**src/rtl/nn_dense_layer.sv**
```systemverilog
`default_nettype none
// +----------------------------------------------------------------------------+
// | nn_dense_layer: sequential fully-connected layer, Q3.4 weights/activations |
// | Revision: 1.0                                                              |
// +----------------------------------------------------------------------------+
module nn_dense_layer #(
  parameter int N_IN = 2,
  parameter int N_OUT = 2,
  parameter logic [N_OUT*N_IN*8-1:0] W = {(N_OUT*N_IN){8'h10}},
  parameter logic [N_OUT*8-1:0] B = {8'hE8, 8'hF8},
  parameter int ACT = 0,
  localparam int AW = (N_IN > 1) ? $clog2(N_IN) : 1
) (
  input  logic                    clk,
  input  logic                    rst,
  input  logic                    req,
  input  logic signed [7:0]       rd_data,
  output logic                    rd_en,
  output logic [AW-1:0]           rd_addr,
  output logic [N_OUT*8-1:0]      out_data,
  output logic                    ack_layer
);

  localparam int IW = $clog2(N_IN + 1);
  localparam int JW = (N_OUT > 1) ? $clog2(N_OUT) : 1;

  typedef enum logic [1:0] {
    S_IDLE    = 2'd0,
    S_READ    = 2'd1,
    S_COMPUTE = 2'd2,
    S_DONE    = 2'd3
  } state_t;

  state_t                   state_q, state_d;
  logic                     rd_en_q, rd_en_d;
  logic [AW-1:0]            rd_addr_q, rd_addr_d;
  logic signed [7:0]        x_q [N_IN];
  logic signed [7:0]        x_d [N_IN];
  logic [IW-1:0]            mac_idx_q, mac_idx_d;
  logic [JW-1:0]            neuron_q, neuron_d;
  logic signed [19:0]       acc_q, acc_d;
  logic [N_OUT*8-1:0]       out_q, out_d;
  logic                     ack_q, ack_d;

  logic signed [7:0]        w_sel;
  logic signed [7:0]        x_sel;
  logic [7:0]               b_next;
  logic signed [15:0]       prod;
  logic signed [19:0]       acc_sum;
  logic signed [15:0]       scaled;
  logic [7:0]               act_val;

  // Bias in Q3.4 becomes Q.8 in the accumulator: sign-extend, shift left by 4.
  function automatic logic signed [19:0] bias_q8(input logic [7:0] b);
    return {{8{b[7]}}, b, 4'b0000};
  endfunction

  always_comb begin
    w_sel  = '0;
    x_sel  = '0;
    b_next = '0;
    for (int j = 0; j < N_OUT; j++) begin
      if (neuron_q + 1'b1 == JW'(j)) b_next = B[j*8 +: 8];
      for (int i = 0; i < N_IN; i++) begin
        if (neuron_q == JW'(j) && mac_idx_q == IW'(i)) w_sel = W[(j*N_IN+i)*8 +: 8];
      end
    end
    for (int i = 0; i < N_IN; i++) begin
      if (mac_idx_q == IW'(i)) x_sel = x_q[i];
    end
  end

  assign prod    = x_sel * w_sel;
  assign acc_sum = acc_q + {{4{prod[15]}}, prod};
  assign scaled  = acc_q[19:4];

  generate
    if (ACT == 0) begin : g_act_step
      assign act_val = (scaled > 16'sd0) ? 8'd16 : 8'd0;
    end else begin : g_act_relu
      logic [7:0] sat_val;
      always_comb begin
        sat_val = scaled[7:0];
        if (scaled > 16'sd127) sat_val = 8'd127;
        else if (scaled < -16'sd128) sat_val = 8'h80;
      end
      assign act_val = scaled[15] ? 8'd0 : sat_val;
    end
  endgenerate

  always_comb begin
    state_d   = state_q;
    rd_en_d   = 1'b0;
    rd_addr_d = '0;
    x_d       = x_q;
    mac_idx_d = mac_idx_q;
    neuron_d  = neuron_q;
    acc_d     = acc_q;
    out_d     = out_q;
    ack_d     = ack_q;
    case (state_q)
      S_IDLE: begin
        if (req) begin
          state_d = S_READ;
          rd_en_d = 1'b1;
        end
      end
      S_READ: begin
        for (int k = 0; k < N_IN; k++) begin
          if (rd_addr_q == AW'(k)) x_d[k] = rd_data;
        end
        if (rd_addr_q == AW'(N_IN - 1)) begin
          state_d   = S_COMPUTE;
          mac_idx_d = '0;
          neuron_d  = '0;
          acc_d     = bias_q8(B[7:0]);
        end else begin
          rd_en_d   = 1'b1;
          rd_addr_d = rd_addr_q + 1'b1;
        end
      end
      S_COMPUTE: begin
        // mac_idx == N_IN marks the activation cycle of the current neuron
        if (mac_idx_q == IW'(N_IN)) begin
          for (int j = 0; j < N_OUT; j++) begin
            if (neuron_q == JW'(j)) out_d[j*8 +: 8] = act_val;
          end
          mac_idx_d = '0;
          if (neuron_q == JW'(N_OUT - 1)) begin
            state_d = S_DONE;
            ack_d   = 1'b1;
          end else begin
            neuron_d = neuron_q + 1'b1;
            acc_d    = bias_q8(b_next);
          end
        end else begin
          acc_d     = acc_sum;
          mac_idx_d = mac_idx_q + 1'b1;
        end
      end
      S_DONE: begin
        state_d = S_DONE;
      end
      default: state_d = S_IDLE;
    endcase
  end

  always_ff @(posedge clk) begin
    if (rst) begin
      state_q   <= S_IDLE;
      rd_en_q   <= 1'b0;
      rd_addr_q <= '0;
      x_q       <= '{default: '0};
      mac_idx_q <= '0;
      neuron_q  <= '0;
      acc_q     <= '0;
      out_q     <= '0;
      ack_q     <= 1'b0;
    end else begin
      state_q   <= state_d;
      rd_en_q   <= rd_en_d;
      rd_addr_q <= rd_addr_d;
      x_q       <= x_d;
      mac_idx_q <= mac_idx_d;
      neuron_q  <= neuron_d;
      acc_q     <= acc_d;
      out_q     <= out_d;
      ack_q     <= ack_d;
    end
  end

  assign rd_en     = rd_en_q;
  assign rd_addr   = rd_addr_q;
  assign out_data  = out_q;
  assign ack_layer = ack_q;

endmodule
`default_nettype wire

```
**config.mk**
```make
export PLATFORM = sky130hd
export DESIGN_NAME = nn_dense_layer
export DESIGN_NICKNAME = d
export VERILOG_FILES = /design/src/rtl/nn_dense_layer.sv
export SDC_FILE = /design/constraint.sdc
export NUM_CORES = 1
export LEC_CHECK = 0
export CORE_ASPECT_RATIO = 0.8
export CORE_MARGIN = 1.5
export CORE_UTILIZATION = 40
export CTS_CLUSTER_SIZE = 16
export DETAILED_ROUTE_END_ITERATION = 8
export GPL_TIMING_DRIVEN = 0
export SYNTH_ARGS = -nofsm -noshare
export SYNTH_HDL_FRONTEND = slang
export SYNTH_SLANG_ARGS = --single-unit
```
**constraint.sdc**
```tcl
create_clock -name clk -period 4.8 [get_ports clk]
set_input_delay 1.2 -clock clk [delete_from_list [all_inputs] [get_ports clk]]
set_output_delay 1.2 -clock clk [all_outputs]
set_load 0.05 [all_outputs]
```
After elaboration in Yosys (flattened, before gate mapping)
Index checks and enable logic that the tools add are counted.

Input bits: 11. Register bits: 60. Word-level logic and storage cells: 73. Output and inout port bits: 19.

Add/sub/neg operators: 4. $lt $le $gt $ge: 1. Multiply operators: 1. Mux-type cells: 27. Reductions and logical operators: 16. Equality and inequality tests: 10. Bitwise operators: 3.

Operators by type and width (count): $mux 20 (3); $pmux 20 s2 (1); $mux 5 (6); $add 20x20->20 (1); $gt 16x1->1 const B (1); $mux 8 (2); $mul 8x6->14 (1); $mux 2 (6); $reduce_and 3->1 (4); $ne 2x2->1 const B (4); $pmux 2 s4 (1); $eq 2x2->1 const B (3); $reduce_and 2->1 (3); $mux 1 (5); $eq 2x1->1 const B (2); $logic_and 1x1->1 (4); $logic_not 2->1 (2); $pmux 1 s2 (2); $pmux 2 s2 (1); $reduce_and 4->1 (1); $ne 3x3->1 const B (1); $not 1->1 (3); $reduce_or 3->1 (1); $add 1x1->1 const B (2); other kinds (2) (2).

Depth between registers and ports, before layout
Depth in word-level cells: 10. Depth in mapped cells: 12.

Least setup slack after synthesis
OpenSTA, ideal clock, no wires.

Kind: register to register. Start point: register mac_idx_q[0]. End point: register acc_q[16]. Period minus slack after synthesis: 3136 ps. Stages on the path, launching flop included: 13. Path slack: 1664 ps. Library setup time: 60 ps. Arrival time: 3076 ps. Buffers on the path: 1. Path through: dfxtp_1 buf_1 mux2i_1 nor2_1 ha_1 fa_1 a211oi_1 o21bai_1 a21o_1 a21oi_2 mux2_2 a21oi_1 o221a_1.

Word-level cells in the longest chain between the ends: 10.

RTL lines: from (decl) (RTL line 39) `logic [IW-1:0] mac_idx_q, mac_idx_d;`; from (signal assigned) (RTL line 164) `mac_idx_q <= mac_idx_d;`; $logic_not 2->1 (RTL line 65, 69); $logic_and 1x1->1 (RTL line 65) `if (neuron_q == JW'(j) && mac_idx_q == IW'(i)) w_sel = W[(j*N_IN+i)*8 +: 8];`; $mux 5 (4 in a row) (RTL line 65); $mul 8x6->14 (RTL line 73) `assign prod = x_sel * w_sel;`; $add 20x20->20 (RTL line 74) `assign acc_sum = acc_q + {{4{prod[15]}}, prod};`; $mux 20 (RTL line 124) `if (mac_idx_q == IW'(N_IN)) begin`; $pmux 20 s2 (RTL line 101) `case (state_q)`; to (signal assigned) (RTL line 156) `acc_q <= '0;`; to (signal assigned) (RTL line 166) `acc_q <= acc_d;`; to (decl) (RTL line 41) `logic signed [19:0] acc_q, acc_d;`.

Parallel ways exist; a longest one is shown, timed or not. A chain may end at the register's enable or synchronous reset.

Final worst setup path
Start point: register mac_idx_q[0]. End point: register acc_q[14].

Same word-level chain as after synthesis.

==> flow_summary.yaml <==
detailed_routing:
  ant_nets: 0
  drtPass1Iterations: 4
  wl_per_cell_um: 13.5
  vias: 2061
  avgViaCountPerCell: 5.01
  first_iter_violations: 149
  routed_wl_um: 5530
  drcViolationCount: 0
global_route:
  grt_max_degree: 14
  grt_util_all_layers_pct: 17.5
  grt_overflow: 0
  grt_pass1_vias: 1878
  antenna_found_initial: 0
  grt_pass1_wl_um: 9100
placed_design:
  dp_hpwl_um: 4040
  gp_congestion: 0.862
  port_buffers: 15
  pre_cts_ws_ns: 1.28
setup_path:
  rrSetupSlack_ns: 1.21
  startpoint: "mac_idx_q[0]$_SDFFE_PP0P_"
  critical_path_class: "reg -> reg"
  cpPeakStageDelay_ns: 0.53
  worstReg2RegStart: "mac_idx_q[0]$_SDFFE_PP0P_"
  crit_slowest_cell: "buf_1"
  r2r-end: "acc_q[14]$_SDFFE_PP0P_"
  crit_required_ns: 5.05
  path_buf_inv: 1
  reg2reg_depth: 12
  crit_family: "compound AO/OA/AOI/OAI gates"
  end_kind: "register"
  cp_cell_sequence: "buf_1 -> mux2i_1 -> nor2_1 -> ha_1 -> fa_1 -> a211oi_1 -> o21bai_1 -> a21o_1 -> a21oi_2 -> mux2_1 -> a21oi_1 -> o221a_1"
  crit_fanout: 10
  startpoint_type: "register"
  crit_arrival_ns: 3.83
logic_synthesis:
  synth_edf_count: 0
  ys_seq_area_share_pct: 34.6
  synth_largest_area_cell: "dfxtp_1"
  syn_avg_cell_area_sq_um: 8.26
  synth_flop_cell: "dfxtp_1"
  post-synth-top-count-cell: "dfxtp_1"
  postSynth.asyncResetShare_pct: 0
  yosysTopAreaCellShare_pct: 34.6
  syn_area_sq_um: 2430
  synth.distinct_cells: 54
  synth_area_leaders: "dfxtp_1 (35%), mux2i_1 (8.7%), nor2_1 (6.2%), nand2_1 (5.4%), a21oi_1 (4.5%)"
  ys_ff_latch: 42
  yosysWarnings: 0
  synthCells: 294
  synth_common_cells: "dfxtp_1 (42), nor2_1 (40), nand2_1 (35)"
job:
  cap_violations: 0
sta:
  hold_viol: 0
  rsz0062_at_grt: "false"
  skew_ns: 0.00902
  fin_tns_setup_ns: 0
  slew_viol_final: 0
  holdWs_ns: 0.456
  post-route-period-util_pct: 74.8
  fin_crit_ns: 3.59
  maxSlewHeadroom_pct: 38.2
  setup_violations: 0
  worst_slack_ns: 1.21
  max_freq_ghz: 0.279
  worstMarginPinSlew_ns: 0.923
clock_network:
  clockBufferDepth: 2
  clkTransAtPathRegs_ns: 0.09
  cts_max_level: 2
  post_cts_buffers: 0
  post_cts_resized: 0
  cts_sinks: 42
  cts_hold_buf: 0
  cts_buffers: 5
  cts_root_buf: "clkbuf_8"
  cts_tree: "built"
  clock_latency_ns: 0.30
die:
  core_sq_um: 5880
  die_area_sq_um: 6550
  start_util_pct: 41.3
  dieWidth_um: 90.1
  row_count: 25
  io_pins: 30
  die_height_um: 72.7
min_path:
  holdPathEnd: "out_data[12]$_SDFFE_PP0P_"
  hp-class: "reg -> reg"
  holdPathStages: 2
  min-delay-start: "out_data[12]$_SDFFE_PP0P_"
finish:
  antenna_cells: 0
  seq_area_sq_um: 841
  area_delta_synth_final_pct: 16.9
  multi_input_area_sq_um: 1450
  drive_above_1_share_pct: 10.3
  nFillCells: 605
  nets: 348
pwr:
  ir_drop_v: 0.000158
  power.density_nw_per_um2: 294
  leakagePower_uw: 0.00115
run_status:
  status: "finished clean"
## cells by family after synthesis
kind of cell | after synthesis | synth area share, %
and+or+nand+nor | 109 | 20.1
adders and majority gates | 9 | 4.90
other | 1 | 0.154
buffers and inverters | 32 | 7.47
DFF | 42 | 34.6
muxes | 24 | 10.1
xor gates and xnor gates | 7 | 2.53
AOI/OAI and AO/OA | 70 | 20.2
## power by group
group,internal [uW],leakage (uW),total [uW],switching (uW)
registers,366,0.000341,380,14.1
logic,66.0,0.000753,170,104
clock network,155,0.0000514,285,130
total,587,0.00115,835,248
## how the worst max path moves through the flow
stage                             end  slack [ns]  depth (start not counted)
2_1_floorplan  acc_q[16]$_SDFFE_PP0P_        1.66                         12
3_3_place_gp   acc_q[16]$_SDFFE_PP0P_        1.29                         12
3_5_place_dp   acc_q[16]$_SDFFE_PP0P_        1.28                         12
4_1_cts        acc_q[14]$_SDFFE_PP0P_        1.24                         12
5_1_grt        acc_q[16]$_SDFFE_PP0P_        0.94                         12
6_report       acc_q[14]$_SDFFE_PP0P_        1.21                         12
## sequential cells by signal, indices dropped and copies added (netlist names)
register and flops:
acc_q 16, ack_layer 1, mac_idx_q 2, neuron_q 1
out_data 2, rd_addr 1, rd_en 1, state_q 2
x_q 16
## placed cells by master, fill, tap and decap left out, types with 4 or more instances in the layout
| master | Yosys | layout |
|---|---|---|
| inv_1 | 5 | 5 |
| buf_1 | 4 | 4 |
| a22oi_1 | 4 | 4 |
| clkdlybuf4s50_1 | 0 | 15 |
| dfxtp_1 | 42 | 42 |
| xnor2_1 | 4 | 4 |
| o21ai_0 | 7 | 7 |
| ha_1 | 7 | 7 |
| conb_1 | 1 | 14 |
| clkbuf_8 | 0 | 5 |
| o21ai_1 | 4 | 4 |
| nand2_1 | 35 | 35 |
| nor2b_1 | 4 | 4 |
| a21o_1 | 4 | 4 |
| clkbuf_1 | 7 | 8 |
| a211oi_1 | 7 | 7 |
| a21oi_1 | 22 | 22 |
| mux2i_1 | 21 | 21 |
| nor3_1 | 9 | 9 |
| buf_4 | 14 | 14 |
| nor2_1 | 40 | 40 |
## per-stage QoR
stage | cells | instance area, sq um | util (%) | total power (uW)
floorplan | 307 | 2480 | - | 517
global placement | 403 | 2730 | 46.4 | 555
detailed placement | 403 | 2730 | 46.4 | 557
CTS | 411 | 2840 | 48.3 | 837
global route | 411 | 2840 | 48.3 | 874
finish | 411 | 2840 | 48.3 | 835
## metal layers
metal  GRT usage, %  routed length, um
met5              0                  0
met4           4.94                 46
met3           3.23                219
met2           26.6               2340
met1           25.4               2920
## tightest hold or removal path: cells and delay by family, from the launching register on
kind | cells | cell delay (ns)
simple gates | 1 | 0.05
flops | 1 | 0.32
compound gates | 1 | 0.05
## area by class of cell
class	count	share of cell area (%)
multi-input cells	233	51.2
well taps	81	3.57
plain buffers	27	5.73
flip-flops and latches	42	29.6
clock buffers	6	2.56
clock inverters	2	1.32
repair buffers	15	5.29
inverters	5	0.661
Power figures use the tool's default switching activity.
